`src/rtl/rv_ifetch.sv`:
```
// Instruction-fetch alignment stage: turns halfword-aligned core fetches into word-aligned
// memory reads, stitching word-straddling instructions from a one-word line buffer.
module rv_ifetch #(
    parameter int unsigned AW = 32
) (
    input  logic          clk,
    input  logic          reset,
    input  logic [AW-1:0] i_adr,
    input  logic          i_re,
    output logic [31:0]   i_dr,
    output logic          i_rdy,
    output logic [AW-1:0] m_adr,
    output logic          m_re,
    input  logic [31:0]   m_dr,
    input  logic          m_rdy,
    output logic [15:0]   n_split
);

    localparam int unsigned WW = AW - 2;

    typedef enum logic [1:0] {
        K_FULL = 2'd0,
        K_LOW  = 2'd1,
        K_HIGH = 2'd2
    } kind_t;

    logic          ret_v;
    kind_t         ret_kind;
    logic [WW-1:0] ret_word;
    logic          stall_v;
    kind_t         stall_kind;
    logic [WW-1:0] stall_word;
    logic [WW-1:0] req_word;
    logic [31:0]   buf_q;
    logic [WW-1:0] tag_q;
    logic          valid_q;
    logic [15:0]   split_q;

    logic          idle;
    logic          sample;
    logic [WW-1:0] sample_word;
    logic          eff_valid;
    logic [WW-1:0] eff_tag;
    kind_t         new_kind;
    logic [WW-1:0] new_word;
    logic          iss_v;
    kind_t         iss_kind;
    logic [WW-1:0] iss_word;
    logic          unused_adr0;

    assign unused_adr0 = i_adr[0];
    assign sample_word = i_adr[AW-1:2];

    // A return in flight is about to overwrite the buffer, so classify against its tag.
    assign eff_valid = ret_v | valid_q;
    assign eff_tag   = ret_v ? ret_word : tag_q;
    assign idle      = !ret_v && !stall_v;

    always_comb begin
        i_rdy = ret_v && (ret_kind != K_LOW);
        i_dr  = 32'd0;
        if (i_rdy) begin
            i_dr = (ret_kind == K_HIGH) ? {m_dr[15:0], buf_q[31:16]} : m_dr;
        end

        sample = !reset && i_re && (i_rdy || idle);

        new_kind = K_LOW;
        new_word = sample_word;
        if (!i_adr[1]) begin
            new_kind = K_FULL;
        end else if (eff_valid && (eff_tag == sample_word)) begin
            new_kind = K_HIGH;
            new_word = sample_word + WW'(1);
        end

        // Follow-up of a split beats a stalled re-issue, which beats a fresh request.
        iss_v    = 1'b0;
        iss_kind = K_FULL;
        iss_word = '0;
        if (ret_v && (ret_kind == K_LOW)) begin
            iss_v    = 1'b1;
            iss_kind = K_HIGH;
            iss_word = req_word + WW'(1);
        end else if (stall_v) begin
            iss_v    = 1'b1;
            iss_kind = stall_kind;
            iss_word = stall_word;
        end else if (sample) begin
            iss_v    = 1'b1;
            iss_kind = new_kind;
            iss_word = new_word;
        end

        m_re    = iss_v;
        m_adr   = {iss_word, 2'b00};
        n_split = split_q;
    end

    always_ff @(posedge clk or posedge reset) begin
        if (reset) begin
            ret_v      <= 1'b0;
            ret_kind   <= K_FULL;
            ret_word   <= '0;
            stall_v    <= 1'b0;
            stall_kind <= K_FULL;
            stall_word <= '0;
            req_word   <= '0;
            buf_q      <= 32'd0;
            tag_q      <= '0;
            valid_q    <= 1'b0;
            split_q    <= 16'd0;
        end else begin
            ret_v      <= iss_v && m_rdy;
            ret_kind   <= iss_kind;
            ret_word   <= iss_word;
            stall_v    <= iss_v && !m_rdy;
            stall_kind <= iss_kind;
            stall_word <= iss_word;
            if (sample) begin
                req_word <= sample_word;
            end
            if (ret_v) begin
                buf_q   <= m_dr;
                tag_q   <= ret_word;
                valid_q <= 1'b1;
            end
            if (sample && (new_kind == K_LOW) && (split_q != 16'hFFFF)) begin
                split_q <= split_q + 16'd1;
            end
        end
    end

endmodule
```
`config.mk`:
```
export PLATFORM = sky130hd
export DESIGN_NAME = rv_ifetch
export DESIGN_NICKNAME = d
export VERILOG_FILES = /design/src/rtl/rv_ifetch.sv
export SDC_FILE = /design/constraint.sdc
export NUM_CORES = 1
export LEC_CHECK = 0
export BUFFER_PORTS_ARGS = -buffer_cell sky130_fd_sc_hd__buf_2
export CORE_MARGIN = 3
export CORE_UTILIZATION = 60
export DETAILED_ROUTE_END_ITERATION = 7
export HOLD_SLACK_MARGIN = 0.06
export PLACE_DENSITY = 0.83
export SYNTH_ARGS = -nofsm -noshare
export SYNTH_HDL_FRONTEND = slang
export SYNTH_SLANG_ARGS = --single-unit
export TNS_END_PERCENT = 50
```
`constraint.sdc`:
```
create_clock -name clk -period 7.4 [get_ports clk]
set_input_delay 0.37 -clock clk [delete_from_list [all_inputs] [get_ports clk]]
set_output_delay 0.37 -clock clk [all_outputs]
set_load 0.01 [all_outputs]
```
==> impl_metrics.tcl, run 1 <==
set metrics [dict create \
    status "finished clean" \
    p_int_mw 1.46 \
    reg2reg_from "ret_v$_DFF_PP0_" \
    clockRootBuffer "clkbuf_16" \
    place.gp.congestion 0.890 \
    antenna_left 0 \
    synth_area_leaders "dfrtp_1, mux2_2, xor2_1" \
    synthTopCellsByCount "dfrtp_1, nand2_1, mux2_2" \
    p_leak_nw 4.06 \
    grt_max_degree 86 \
    drive_above_1_share 0.318 \
    grt.overflow.total 0 \
    crit_fanout 35 \
    grt_setup_unrepaired "false" \
    dp_cells 1022 \
    setup_violations 0 \
    reg2regPathDepth 8 \
    pwr-share-clk 0.369 \
    powerDensity_nw_per_um2 236 \
    synth_seq_cells 127 \
    viasPerCell 6.20 \
    start_util 0.616 \
    start_kind "register" \
    tns_ps 0 \
    antenna_found_initial 0 \
    cts.sink_count 127 \
    grt_pass1_wl_um 31800 \
    hold-worst-slack_ps 122 \
    ys_warn_count 0 \
    ir_drop_mv 0.194 \
    worstSkewPairLatency_ps 410 \
    dr.pass1.iters 6 \
    ios 150 \
    tightest_slew_ps 1230 \
    synth.most_common_cell "dfrtp_1" \
    maxSlewHeadroom 0.177 \
    swShare 0.296 \
    r2r-end "stall_word[14]$_DFF_PP0_" \
    post-route-util 0.727 \
    min_to "stall_v$_DFF_PP0_" \
    worstHoldPathType "input port to register" \
    numCtsBuffers 17 \
    layout.cells.non_filler 1054 \
    row_count 40 \
    syn_avg_cell_area_um2 9.95 \
    cts_tree "done" \
    final-max-slew-violation-count 0 \
    synth-edff-count 0 \
    diodes 0 \
    dieArea_um2 13800 \
    syn_area_um2 7430 \
    drc 0 \
    r2r_slack_ps 3370 \
    period_share 0.653 \
    yosysSeqAreaShare 0.428 \
    seqPwrFrac 0.426 \
    dp_hpwl_um 13900 \
    ctsHtreeMaxLevel 4 \
    power.switching_uw 613 \
    vias 6540 \
    ys.flop_type "dfrtp_1" \
    clk_path_buf_depth 2 \
    drt_first_iter_violations 606 \
    skew_ps 5.62 \
    arrival_ps 4460 \
    post-cts-setup-buffer-count 0 \
    required_ps 7030 \
    netlist-cell-type-count 54 \
    die_x_um 117 \
    syn_to_final_growth_pct 17.9 \
    finalNetCount 945 \
    hold_depth 2 \
    drt_wl_total_um 20400 \
    crit_path_end_kind "output pin" \
    path_class "register to output pin" \
    grt_usage 0.300 \
    p_total_mw 2.07 \
    postSynthCellCount 747 \
    async_flop_share 1.00 \
    coreArea_um2 12100 \
    p_comb_frac 0.205 \
    finalHoldViolations 0 \
    grt_pass1_vias 6295 \
    yosysTopAreaCellShare 0.428 \
    io_buffers 146 \
    min_from "m_rdy" \
    post-synth-top-area-cell "dfrtp_1" \
    avgRoutedWirePerCell_um 19.4 \
    die_h_um 117 \
    maxCapViolCount 0 \
    clkSlewWorstSetupHoldPaths_ps 50 \
    period_needed_ps 4830 \
    fmax_mhz 207 \
]
-- power groups by stage --
stage / clock [mW] / sequential (mW) / combinational [mW]
CTS: 0.773 / 0.879 / 0.422
finish: 0.765 / 0.883 / 0.424
floorplan: 0 / 0.872 / 0.290
global placement: 0 / 0.879 / 0.401
global route: 0.807 / 0.895 / 0.460
detailed placement: 0 / 0.889 / 0.417
-- worst max path at each step --
| stage | start | cells after the start | endpoint |
|---|---|---|---|
| detailed placement | ret_v$_DFF_PP0_ | 9 | m_adr[16] |
| global route | ret_v$_DFF_PP0_ | 9 | m_adr[16] |
| global placement | ret_v$_DFF_PP0_ | 9 | m_adr[16] |
| floorplan | reset | 1 | buf_q[16]$_DFFE_PP0P_ |
| finish | ret_v$_DFF_PP0_ | 9 | m_adr[16] |
| CTS | ret_v$_DFF_PP0_ | 9 | m_adr[16] |
-- final cells by class --
type,count,area [um^2]
multi-input combinational,557,3980
fill,838,3300
sequential,127,3180
timing repair buffer,155,801
clock buffer,24,472
tap,168,210
clock inverter,7,62.6
inverter,16,62.6
-- registers in the layout, indices dropped and copies added, names as in the netlist --
register    count
buf_q          16
n_split        16
req_word       30
ret_v           1
stall_kind      2
stall_v         1
stall_word     30
tag_q          30
valid_q         1
-- kinds of logic (layout without fill, tap and decap cells) --
kind of cell | Yosys count | after routing | synth area share
buffers and inverters | 64 | 202 | 0.0396
other | 1 | 2 | 0.000505
multiplexers | 78 | 78 | 0.123
XOR/XNOR | 93 | 93 | 0.110
flip-flops | 127 | 127 | 0.428
AND/OR/NAND/NOR | 289 | 289 | 0.216
adder cells (fa/ha/maj) | 3 | 3 | 0.00505
AO/OA/AOI/OAI | 92 | 92 | 0.0784
-- layout by cell type (no fill, tap or decap), drive strengths merged, types with 3 or more instances in the layout --
cell	n
a21oi	39
a31oi	4
a32oi	4
and3	10
and4	8
buf	154
clkbuf	24
clkinv	5
dfrtp	127
ha	3
inv	16
mux2	73
mux2i	5
nand2	105
nand3	47
nand4	21
nor2	26
nor2b	4
nor3	20
nor4	33
o211ai	3
o21ai	18
o221ai	15
o22ai	3
xnor2	40
xor2	53
-- metrics by stage --
stage	worst slack, ps	cell area [um^2]
6_report	2570	8760
4_1_cts	2660	8760
2_1_floorplan	3650	7440
5_1_grt	2390	8760
3_3_place_gp	3190	8220
3_5_place_dp	3140	8220
-- metal layers --
| layer | track usage | part of all wire |
|---|---|---|
| met5 | 0 | 0 |
| met4 | 0.127 | 0.030 |
| met3 | 0.0612 | 0.086 |
| met2 | 0.486 | 0.48 |
| met1 | 0.393 | 0.40 |
-- critical path, stage by stage, from the launching register on --
cell	delay [ps]
dfrtp_2	590
buf_4	580
mux2_2	430
xnor2_1	190
nor4_1	430
nand4_2	620
or2_0	540
o311ai_0	390
nand2_1	120
buf_2	150
-- what timing repair did --
item | 4_1_cts | 5_1_grt
resized for setup | 0 | 0
endpoints found under the hold margin | 42 | 0
hold buffers | 1 | 0
(Power assumes the default switching activity.)
==> run 2: changes to the inputs <==
--- a/config.mk
+++ b/config.mk
@@ -7,10 +7,10 @@
 export LEC_CHECK = 0
 export BUFFER_PORTS_ARGS = -buffer_cell sky130_fd_sc_hd__buf_2
 export CORE_MARGIN = 3
-export CORE_UTILIZATION = 60
+export CORE_UTILIZATION = 50
 export DETAILED_ROUTE_END_ITERATION = 7
 export HOLD_SLACK_MARGIN = 0.06
-export PLACE_DENSITY = 0.83
+export PLACE_DENSITY = 0.74
 export SYNTH_ARGS = -nofsm -noshare
 export SYNTH_HDL_FRONTEND = slang
 export SYNTH_SLANG_ARGS = --single-unit
==> constraint.sdc (replaced) <==
create_clock -name clk -period 4.4 [get_ports clk]
set_input_delay 0.22 -clock clk [delete_from_list [all_inputs] [get_ports clk]]
set_output_delay 0.22 -clock clk [all_outputs]
set_load 0.01 [all_outputs]
==> impl_metrics.tcl, run 2 (same netlist as run 1, synthesis figures left out) <==
set metrics [dict create \
    syn_to_final_growth_pct 21.9 \
    die_x_um 128 \
    ir_drop_mv 0.273 \
    drt_first_iter_violations 634 \
    layout.cells.non_filler 1089 \
    r2r_slack_ps 1290 \
    grt_usage 0.244 \
    ios 150 \
    io_buffers 146 \
    worstHoldPathType "input port to register" \
    crit_path_max_incr_delay_ps 410 \
    coreArea_um2 14200 \
    cts_tree "done" \
    viasPerCell 5.78 \
    powerDensity_nw_per_um2 395 \
    tightest_slew_ps 1280 \
    dp_cells 1040 \
    final_cell_mix "buf_2, dfrtp_1, nand2_1" \
    period_needed_ps 3770 \
    multiInputGateArea_um2 3980 \
    arrival_ps 3550 \
    grt.overflow.total 0 \
    crit_family "simple AND/OR/NAND/NOR gates" \
    grt_pass1_wl_um 31900 \
    cts.sink_count 127 \
    tns_ps 0 \
    finalHoldViolations 0 \
    grt_pass1_vias 6119 \
    avgRoutedWirePerCell_um 18.1 \
    maxSlewHeadroom 0.144 \
    row_count 43 \
    slowest_stage "nand4_2" \
    die_h_um 128 \
    diodes 0 \
    required_ps 4180 \
    final-max-slew-violation-count 0 \
    post-cts-setup-buffer-count 0 \
    antenna_found_initial 0 \
    maxCapViolCount 0 \
    fmax_mhz 265 \
    place.gp.congestion 0.883 \
    crit_chain "buf_12, mux2_2, xnor2_1, nor4_1, nand4_2, buf_4, nor4_1, xnor2_1, o221ai_1, buf_2" \
    numCtsBuffers 17 \
    crit_path_end_kind "output pin" \
    grt_max_degree 71 \
    period_share 0.857 \
    start_util 0.523 \
    drt_wl_total_um 19700 \
    hold-worst-slack_ps 126 \
    finalNetCount 968 \
    status "finished clean" \
    finalWorstSetupSlack_ps 631 \
    largestRegisters "req_word x30, stall_word x30, tag_q x30" \
    setup_violations 0 \
    worstSkewPairLatency_ps 420 \
    dr.pass1.iters 7 \
    dp_hpwl_um 13500 \
    skew_ps 17.3 \
    seqCellArea_um2 3180 \
    drc 0 \
    dieArea_um2 16400 \
    nFillCells 1174 \
    drive_above_1_share 0.320 \
    crit_fanout 28 \
    pre_cts_ws_ps 1090 \
    clk_path_buf_depth 2 \
    clockRootBuffer "clkbuf_16" \
    post-route-util 0.638 \
    ctsHtreeMaxLevel 4 \
    antenna_left 0 \
    cp.buffers_inverters 3 \
    grt_setup_unrepaired "false" \
    p_leak_nw 4.19 \
    path_class "register to output pin" \
    final_common_cell "buf_2" \
    vias 6296 \
    cts_resized 0 \
    clkSlewWorstSetupHoldPaths_ps 60 \
    start_kind "register" \
]
run 2: cell count changes in the layout (fill, tap and decap cells not counted), sizes merged:
| cell | change |
|---|---|
| dlygate4sd3 | +17 |
| clkinv | -1 |
| bufinv | +1 |
| buf | +6 |
| clkinvlp | -1 |
| clkbuf | +1 |
run 2: metal layers:
metal,global-route usage,up-vias,share of wire
met3,0.0567,24,0.077
met2,0.383,260,0.47
met5,0,-,0
met1,0.339,3047,0.43
li1,-,2965,-
met4,0.0749,0,0.016
run 2: what timing repair did:
action,in CTS,in global routing
endpoints found under the setup margin,0,0
hold buffers,18,0
endpoints found under the hold margin,86,0
run 2: path summary, 6_finish.rpt:
| kind | from | endpoint | cells after the start |
|---|---|---|---|
| max in group asynchronous | reset | stall_word[15]$_DFF_PP0_ | 4 |
| worst min-delay path | i_adr[10] | req_word[8]$_DFFE_PP0P_ | 2 |
| worst min register to register | valid_q$_DFFE_PP0P_ | valid_q$_DFFE_PP0P_ | 2 |
| min in group asynchronous | reset | buf_q[28]$_DFFE_PP0P_ | 3 |
| worst max-delay path | ret_v$_DFF_PP0_ | m_adr[6] | 10 |
| worst max register to register | ret_v$_DFF_PP0_ | stall_word[4]$_DFF_PP0_ | 9 |
run 2: worst reg2reg max path, cell delays in order (launching register included):
cell,delay (ps)
dfrtp_2,380
buf_12,210
mux2_2,390
xnor2_1,160
nor4_1,400
nand4_2,410
buf_4,330
nor4_1,350
xnor2_1,180
o221ai_1,150
run 2: cell type report:
cell class                      count  share of cell area
Clock buffer                       25              0.0558
Timing Repair Buffer              178               0.113
Inverter                           16             0.00690
Multi-Input combinational cell    557               0.439
Tap cell                          180              0.0249
Clock inverter                      6             0.00884
Sequential cell                   127               0.351
run 2: through the flow:
| stage | total power, mW | cell area [um^2] |
|---|---|---|
| 2_1_floorplan | 1.95 | 7440 |
| 3_3_place_gp | 2.17 | 8300 |
| 3_5_place_dp | 2.19 | 8300 |
| 4_1_cts | 3.61 | 9060 |
| 5_1_grt | 3.76 | 9060 |
| 6_report | 3.58 | 9060 |
run 2: power breakdown:
part           leakage [nW]  internal [mW]  switching (mW)  total [mW]
Clock                 0.293          0.902           0.488        1.39
Sequential             1.61           1.34           0.130        1.47
Combinational          2.29          0.326           0.389       0.715
